## src/rtl/eggtimer_pkg.sv

```systemverilog
// Shared egg-timer definitions: state encodings, seconds width and the saturating adder.
package eggtimer_pkg;

    localparam int          SEC_W        = 12;
    localparam logic [11:0] SEC_MAX      = 12'd4095;
    localparam int unsigned MIN_STEP_DEF = 60;

    localparam logic [1:0] ST_IDLE  = 2'd0;
    localparam logic [1:0] ST_RUN   = 2'd1;
    localparam logic [1:0] ST_PAUSE = 2'd2;
    localparam logic [1:0] ST_DONE  = 2'd3;

    // Add in SEC_W+1 bits so a carry out clamps instead of wrapping.
    function automatic logic [SEC_W-1:0] sat_add(input logic [SEC_W-1:0] a,
                                                 input logic [SEC_W-1:0] b);
        logic [SEC_W:0] sum;
        sum = {1'b0, a} + {1'b0, b};
        return sum[SEC_W] ? SEC_MAX : sum[SEC_W-1:0];
    endfunction

endpackage

```

## src/rtl/eggtimer_core_tick_prescaler.sv

```systemverilog
// Free-running divider: pulse is high during the cycle the count sits at DIV-1 while enabled.
module tick_prescaler #(
    parameter int unsigned DIV = 4
) (
    input  logic clk,
    input  logic reset,
    input  logic clr,
    input  logic en,
    output logic pulse
);

    localparam int CW = (DIV > 1) ? $clog2(DIV) : 1;

    logic [CW-1:0] cnt_q, cnt_d;
    logic          terminal;

    assign terminal = (cnt_q == CW'(DIV - 1));
    assign pulse    = en && terminal;

    always_comb begin
        cnt_d = cnt_q;
        if (clr)
            cnt_d = '0;
        else if (en)
            cnt_d = terminal ? '0 : cnt_q + CW'(1);
    end

    always_ff @(posedge clk) begin
        if (reset)
            cnt_q <= '0;
        else
            cnt_q <= cnt_d;
    end

endmodule

```

## src/rtl/eggtimer_core.sv

```systemverilog
// Egg-timer countdown engine: programs a duration, counts elapsed seconds up to it, then blinks the alarm.
module eggtimer_core
    import eggtimer_pkg::*;
#(
    parameter int unsigned TICK_DIV  = 100000000,
    parameter int unsigned BLINK_DIV = 50000000,
    parameter int unsigned MIN_STEP  = MIN_STEP_DEF
) (
    input  logic              clk,
    input  logic              reset,
    input  logic              btn_start,
    input  logic              btn_stop,
    input  logic              btn_clear,
    input  logic              btn_sec,
    input  logic              btn_min,
    output logic [SEC_W-1:0]  prog_seconds,
    output logic [SEC_W-1:0]  timer_seconds,
    output logic              running,
    output logic              done,
    output logic              alarm,
    output logic              tick
);

    logic [1:0]       state_q, state_d;
    logic [SEC_W-1:0] prog_q, prog_d;
    logic [SEC_W-1:0] timer_q, timer_d;
    logic             tick_q, tick_d;
    logic             alarm_q, alarm_d;

    logic             sec_pulse, blink_pulse, pre_clr;
    logic [SEC_W-1:0] step_add, nxt_timer;

    // Prescaler only keeps its phase across RUN/PAUSE; anything else restarts it.
    assign pre_clr = (state_q == ST_IDLE) || (state_q == ST_DONE) || btn_clear;

    tick_prescaler #(.DIV(TICK_DIV)) u_sec_div (
        .clk   (clk),
        .reset (reset),
        .clr   (pre_clr),
        .en    (state_q == ST_RUN),
        .pulse (sec_pulse)
    );

    tick_prescaler #(.DIV(BLINK_DIV)) u_blink_div (
        .clk   (clk),
        .reset (reset),
        .clr   (state_q != ST_DONE),
        .en    (state_q == ST_DONE),
        .pulse (blink_pulse)
    );

    assign step_add  = (btn_sec ? SEC_W'(1) : '0) + (btn_min ? SEC_W'(MIN_STEP) : '0);
    assign nxt_timer = timer_q + SEC_W'(1);

    always_comb begin
        state_d = state_q;
        prog_d  = prog_q;
        timer_d = timer_q;
        tick_d  = 1'b0;
        alarm_d = 1'b0;
        case (state_q)
            ST_IDLE: begin
                if (btn_clear)
                    prog_d = '0;
                else if (btn_stop)
                    prog_d = prog_q;
                else if (btn_start) begin
                    if (prog_q != '0) begin
                        state_d = ST_RUN;
                        timer_d = '0;
                    end
                end else if (btn_sec || btn_min)
                    prog_d = sat_add(prog_q, step_add);
            end
            ST_RUN: begin
                if (btn_clear) begin
                    state_d = ST_IDLE;
                    timer_d = '0;
                end else begin
                    // A second completing on the stop edge still counts; DONE beats PAUSE.
                    if (btn_stop)
                        state_d = ST_PAUSE;
                    if (sec_pulse) begin
                        tick_d  = 1'b1;
                        timer_d = nxt_timer;
                        if (nxt_timer == prog_q)
                            state_d = ST_DONE;
                    end
                end
            end
            ST_PAUSE: begin
                if (btn_clear) begin
                    state_d = ST_IDLE;
                    timer_d = '0;
                end else if (!btn_stop && btn_start)
                    state_d = ST_RUN;
            end
            ST_DONE: begin
                if (btn_start || btn_stop || btn_clear) begin
                    state_d = ST_IDLE;
                    timer_d = '0;
                end else
                    alarm_d = alarm_q ^ blink_pulse;
            end
            default: state_d = ST_IDLE;
        endcase
    end

    always_ff @(posedge clk) begin
        if (reset) begin
            state_q <= ST_IDLE;
            prog_q  <= '0;
            timer_q <= '0;
            tick_q  <= 1'b0;
            alarm_q <= 1'b0;
        end else begin
            state_q <= state_d;
            prog_q  <= prog_d;
            timer_q <= timer_d;
            tick_q  <= tick_d;
            alarm_q <= alarm_d;
        end
    end

    assign prog_seconds  = prog_q;
    assign timer_seconds = timer_q;
    assign running       = (state_q == ST_RUN);
    assign done          = (state_q == ST_DONE);
    assign alarm         = alarm_q;
    assign tick          = tick_q;

endmodule

```

## config.mk

```make
export PLATFORM = sky130hd
export DESIGN_NAME = eggtimer_core
export DESIGN_NICKNAME = d
export VERILOG_FILES = /design/src/rtl/eggtimer_pkg.sv /design/src/rtl/eggtimer_core_tick_prescaler.sv /design/src/rtl/eggtimer_core.sv
export SDC_FILE = /design/constraint.sdc
export NUM_CORES = 1
export LEC_CHECK = 0
export BUFFER_PORTS_ARGS = -buffer_cell sky130_fd_sc_hd__buf_4
export CAP_MARGIN = 20
export CORE_MARGIN = 5
export CORE_UTILIZATION = 45
export CTS_CLUSTER_SIZE = 10
export DETAILED_ROUTE_END_ITERATION = 16
export PLACE_DENSITY = 0.68
export SYNTH_ARGS = -nofsm -noshare
export SYNTH_HDL_FRONTEND = slang
export SYNTH_SLANG_ARGS = --single-unit
```

## constraint.sdc

```tcl
create_clock -name clk -period 5.8 [get_ports clk]
set_clock_uncertainty 0.15 [all_clocks]
set_input_delay 0.29 -clock clk [delete_from_list [all_inputs] [get_ports clk]]
set_output_delay 0.29 -clock clk [all_outputs]
set_load 0.03 [all_outputs]
```

==> flow_summary.toml, run 1 <==
[synthesis]
synth_cell_type_count = 52
synth-edff-count = 0
synth_area_um2 = 4420
synthArstFlopShare = 0
yosys.area.top_type = "dfxtp_1"
synth_area_leaders = "dfxtp_1, xnor2_1, nor2_1"
synth_nets = 562
syn_area_per_cell_um2 = 8.15
synth_flop_cell = "dfxtp_1"
ys_ff_latch = 81
ys_seq_area_frac = 0.367
yosys_warnings = 0
synth_most_common_cell = "nor2_1"
synth.top_cell.area_share = 0.367
synth_common_cells = "nor2_1, dfxtp_1, xnor2_1"
syn_inst = 542

[route]
firstDrtPassIters = 4
dr_total_vias = 3809
drtAntennaViolNets = 0
viasPerCell = 5.40
routed_wl_um = 9720
drt_iter0_markers = 191
drc = 0
avgRoutedWirePerCell_um = 13.8

[setup_path]
worstSetupPathType = "reg2reg"
path_max_fanout = 27
crit_required_ns = 5.84
start_kind = "flop"
arrival_ns = 2.84
worstPathCellList = "inv_1 > ha_1 > nand4_1 > nor2_1 > nand4_1 > nand3_1 > nor2_1"
ff2ff_path_depth = 7
crit_slowest_cell = "nand3_1"
end_kind = "flop"
max_stage_delay_ns = 0.75

[die]
core_um2 = 9680
die_h_um = 109
die_w_um = 109
rows = 36
start_util = 0.456
ioPinCount = 35
die-area_um2 = 11900

[clock_tree]
tritoncts = "done"
clock-sinks = 81
cts_root_buf = "clkbuf_8"
cts_resized = 0
clock_latency_ns = 0.35
post_cts_buffers = 0
hold_buffers = 0
clockBufferDepth = 2
cts.clk_slew.worst_paths_ns = 0.08
cts-buffers-inserted = 9
htreeDepth = 3

[final_layout]
final_cells = 705
final_nets = 587
diodes = 0
nFillCells = 943
drive_gt1_frac = 0.115
area_delta_synth_final_pct = 12.3
final_core_util = 0.512

[global_route]
grt_start_max_net_pins = 28
grt_pass1_wl_um = 16800
grt_pass1_vias = 3632
grt_usage = 0.175
grt_remaining_overflow = 0
antenna_found_initial = 0

[sta]
whs_ns = 0.0819
setup_viol_count_final = 0
fin_setup_tns_ns = 0
worst_slack_ns = 3.00
min_period_over_period = 0.482
fmax_mhz = 357
final_max_slew_viol_count = 0
hold_violations = 0
rsz0062_at_grt = "false"
slew_headroom = 0.318
fin_crit_ns = 2.80
tightest_slew_ns = 1.02

[placed_design]
placed_cells = 689
place_worst_setup_slack_ns = 3.02
gp_congestion = 0.866
dpl.hpwl_um = 7190
placement.io_buffers = 34

[flow_run]
maxCapViolations = 0

[pwr]
peakVddDrop_mv = 0.155
powerDensity_nw_per_um2 = 205
p_leak_nw = 1.69

[run_status]
status = "finished clean"

[min_path]
hold_path_depth = 3
hp-class = "in2reg"
-- flip-flops by register name, summed over array words and instances (netlist names) --
| register | flops |
|---|---|
| state_q | 2 |
| prog_seconds | 12 |
| timer_seconds | 12 |
| tick | 1 |
| u_blink_div.cnt_q | 26 |
| u_sec_div.cnt_q | 27 |
| alarm | 1 |
-- layout by cell type (no fill, tap or decap), types with 4 or more instances in the layout --
cell type | synthesis | layout
o21ai_0 | 23 | 23
and3_1 | 9 | 9
nor4_1 | 5 | 5
mux2i_1 | 4 | 4
inv_1 | 16 | 16
nor3_1 | 20 | 20
a31oi_1 | 10 | 10
or3_1 | 5 | 5
nand3_1 | 29 | 29
xor2_1 | 27 | 27
nand4_1 | 18 | 18
nor3b_1 | 4 | 4
nor2b_1 | 4 | 4
a21o_1 | 6 | 6
clkbuf_8 | 0 | 10
a21oi_1 | 25 | 25
and4_1 | 5 | 5
xnor2_1 | 41 | 41
dfxtp_1 | 81 | 81
ha_1 | 13 | 13
nor2_1 | 87 | 87
buf_4 | 2 | 35
nand2_1 | 34 | 34
and2_1 | 5 | 5
o21a_1 | 4 | 4
nand3b_1 | 4 | 4
-- through the flow --
step | total power, W | area (um2)
detailed placement | 0.000611 | 4760
floorplan | 0.000598 | 4420
finish | 0.00102 | 4960
global route | 0.00106 | 4960
global placement | 0.000610 | 4750
CTS | 0.00103 | 4960
-- layout make-up --
type	count	area, um2	area share
multi-input cells	424	2650	0.533
flip-flops and latches	81	1620	0.327
repair buffers	35	263	0.0530
well taps	133	166	0.0335
clock buffers	10	138	0.0277
clock inverters	6	67.6	0.0136
inverters	16	60.1	0.0121
-- worst paths after layout --
| kind | from | to | slack [ns] |
|---|---|---|---|
| worst min-delay path | btn_stop | state_q[1]$_SDFFE_PP0P_ | 0.08 |
| worst min register to register | u_blink_div.cnt_q[0]$_SDFFE_PP0P_ | u_blink_div.cnt_q[0]$_SDFFE_PP0P_ | 0.34 |
| worst max-delay path | state_q[1]$_SDFFE_PP0P_ | u_sec_div.cnt_q[16]$_SDFFE_PP0P_ | 3.00 |
| worst max register to register | state_q[1]$_SDFFE_PP0P_ | u_sec_div.cnt_q[16]$_SDFFE_PP0P_ | 3.00 |
-- cell families after synthesis --
family / Yosys count / synth area share
adders and majority gates: 13 / 0.0368
xor gates and xnor gates: 68 / 0.135
buffers and inverters: 37 / 0.0343
and+or+nand+nor: 254 / 0.299
muxes: 5 / 0.0116
AOI/OAI and AO/OA: 84 / 0.116
DFF: 81 / 0.367
-- power by group --
part	internal (W)	leakage [nW]	total, W	switching, W
combinational	0.0000145	0.937	0.0000397	0.0000252
clock	0.000211	0.0985	0.000418	0.000207
sequential	0.000557	0.652	0.000559	0.00000201
total	0.000782	1.69	0.00102	0.000234
-- worst max-delay path: cells and delay by family (launching register included) --
family	cells	cell delay (ns)
fa+ha+maj	1	0.34
simple gates	5	1.68
flops	1	0.34
buf+inv	1	0.11
-- metal layers --
layer | part of all wire | vias up | GRT usage
met5 | 0 | - | 0
met4 | 0.011 | 0 | 0.0514
met3 | 0.051 | 10 | 0.0426
met2 | 0.46 | 81 | 0.279
met1 | 0.48 | 1764 | 0.234
li1 | - | 1954 | -
Note: power is estimated with default switching activity, not from simulation.
==> run 2: changes to the inputs <==
--- a/config.mk
+++ b/config.mk
@@ -11,7 +11,7 @@
 export CORE_UTILIZATION = 45
 export CTS_CLUSTER_SIZE = 10
 export DETAILED_ROUTE_END_ITERATION = 16
-export PLACE_DENSITY = 0.68
+export PLACE_DENSITY = 0.7
 export SYNTH_ARGS = -nofsm -noshare
 export SYNTH_HDL_FRONTEND = slang
 export SYNTH_SLANG_ARGS = --single-unit
==> constraint.sdc (replaced) <==
create_clock -name clk -period 2.45 [get_ports clk]
set_clock_uncertainty 0.15 [all_clocks]
set_input_delay 0.1225 -clock clk [delete_from_list [all_inputs] [get_ports clk]]
set_output_delay 0.1225 -clock clk [all_outputs]
set_load 0.03 [all_outputs]
==> flow_summary.toml, run 2 (synthesized netlist as in run 1, its figures left out) <==
[run_status]
status = "finished clean"

[route]
firstDrtPassIters = 4
dr_total_vias = 3984
routed_wl_um = 10500
viasPerCell = 5.49
drtAntennaViolNets = 0
drc = 0
avgRoutedWirePerCell_um = 14.4
drt_iter0_markers = 196

[flow_run]
maxCapViolations = 0

[die]
rows = 36
ioPinCount = 35
core_um2 = 9680
die-area_um2 = 11900
die_h_um = 109
start_util = 0.456
die_w_um = 109

[setup_path]
worstSetupPathType = "reg2reg"
worst_path_dominant_cell_family = "simple AND/OR/NAND/NOR gates"
start_kind = "flop"
max_stage_delay_ns = 0.57
path_max_fanout = 8
arrival_ns = 2.45
crit_required_ns = 2.60
end_kind = "flop"
crit_slowest_cell = "or4_1"
ff2ff_path_depth = 6
worstPathCellList = "and4_1 > a21oi_2 > or4_1 > nor4_2 > nand4b_1 > o21ai_1"
path_buf_inv = 0
ff2ff_setup_slack_ns = 0.15
crit_cells = 6

[sta]
hold_violations = 0
min_period_over_period = 0.940
fin_crit_ns = 2.30
final_max_slew_viol_count = 0
slew_headroom = 0.620
fin_setup_tns_ns = 0
fmax_mhz = 434
rsz0062_at_grt = "false"
whs_ns = 0.0253
setup_viol_count_final = 0
tightest_slew_ns = 0.569

[clock_tree]
tritoncts = "done"
cts-buffers-inserted = 9
cts.clk_slew.worst_paths_ns = 0.09
clockBufferDepth = 2
clock_latency_ns = 0.36
htreeDepth = 3
clock-sinks = 81
cts_root_buf = "clkbuf_8"

[final_layout]
regMostFlops = "u_sec_div.cnt_q"
layout_commonest_cell = "nor2_1"
reg_top3 = "u_sec_div.cnt_q (27), u_blink_div.cnt_q (26)"
final_nets = 608
drive_gt1_frac = 0.142
largest_reg_flops = 27
final_cell_mix = "nor2_1, dfxtp_1, buf_4"
final_area_um2 = 5140
area_delta_synth_final_pct = 16.3
diodes = 0

[pwr]
powerDensity_nw_per_um2 = 463
p_leak_nw = 1.81
peakVddDrop_mv = 0.252

[global_route]
grt_remaining_overflow = 0
grt_pass1_vias = 3745
antenna_found_initial = 0
grt_usage = 0.185
grt_pass1_wl_um = 17800
grt_start_max_net_pins = 28

[placed_design]
place_area_um2 = 4900
dpl.hpwl_um = 7570
placement.io_buffers = 34
gp_congestion = 0.886

[min_path]
hold_path_depth = 4
hp-class = "in2reg"
[run 2: per-layer routing]
layer | up-vias | wire length, um | track usage
li1 | 1997 | - | -
met3 | 10 | 548 | 0.0468
met1 | 1856 | 4880 | 0.251
met2 | 121 | 4940 | 0.291
met5 | - | 0 | 0
met4 | 0 | 99 | 0.0550
[run 2: area by class of cell]
cell class | count | area [um2]
fillers | 919 | 4550
multi-input cells | 424 | 2660
flip-flops and latches | 81 | 1620
repair buffers | 56 | 443
well taps | 133 | 166
clock buffers | 11 | 131
inverters | 16 | 60.1
clock inverters | 5 | 56.3
[run 2: metrics by stage]
step	cells	util	power [W]	setup slack (ns)
5_1_grt	726	0.531	0.00248	0.00233
3_3_place_gp	706	0.506	0.00145	0.142
4_1_cts	726	0.529	0.00241	0.0661
2_1_floorplan	542	-	0.00142	0.0350
6_report	726	0.531	0.00238	0.147
3_5_place_dp	706	0.506	0.00145	0.0955
[run 2: power by group]
group	internal, W	switching (W)
logic	0.0000413	0.0000627
clock network	0.000470	0.000481
registers	0.00132	0.00000468
[run 2: repair_timing]
item / CTS / global route
setup endpoints to repair: 0 / 2
gates resized for setup: 0 / 2
hold buffers: 4 / 0
buffers inserted: 0 / 0
hold endpoints to repair: 16 / 0
[run 2: final timing paths]
| path | start | to |
|---|---|---|
| max | timer_seconds[2]$_SDFFE_PP0P_ | state_q[1]$_SDFFE_PP0P_ |
| min reg2reg | u_blink_div.cnt_q[0]$_SDFFE_PP0P_ | u_blink_div.cnt_q[0]$_SDFFE_PP0P_ |
| min | btn_sec | prog_seconds[0]$_SDFFE_PP0P_ |
| max reg2reg | timer_seconds[2]$_SDFFE_PP0P_ | state_q[1]$_SDFFE_PP0P_ |
[run 2: tightest hold or removal path: stages]
cell and delay (ns):
buf_4 0.09, ha_1 0.12, a21oi_1 0.03, o21ai_0 0.13
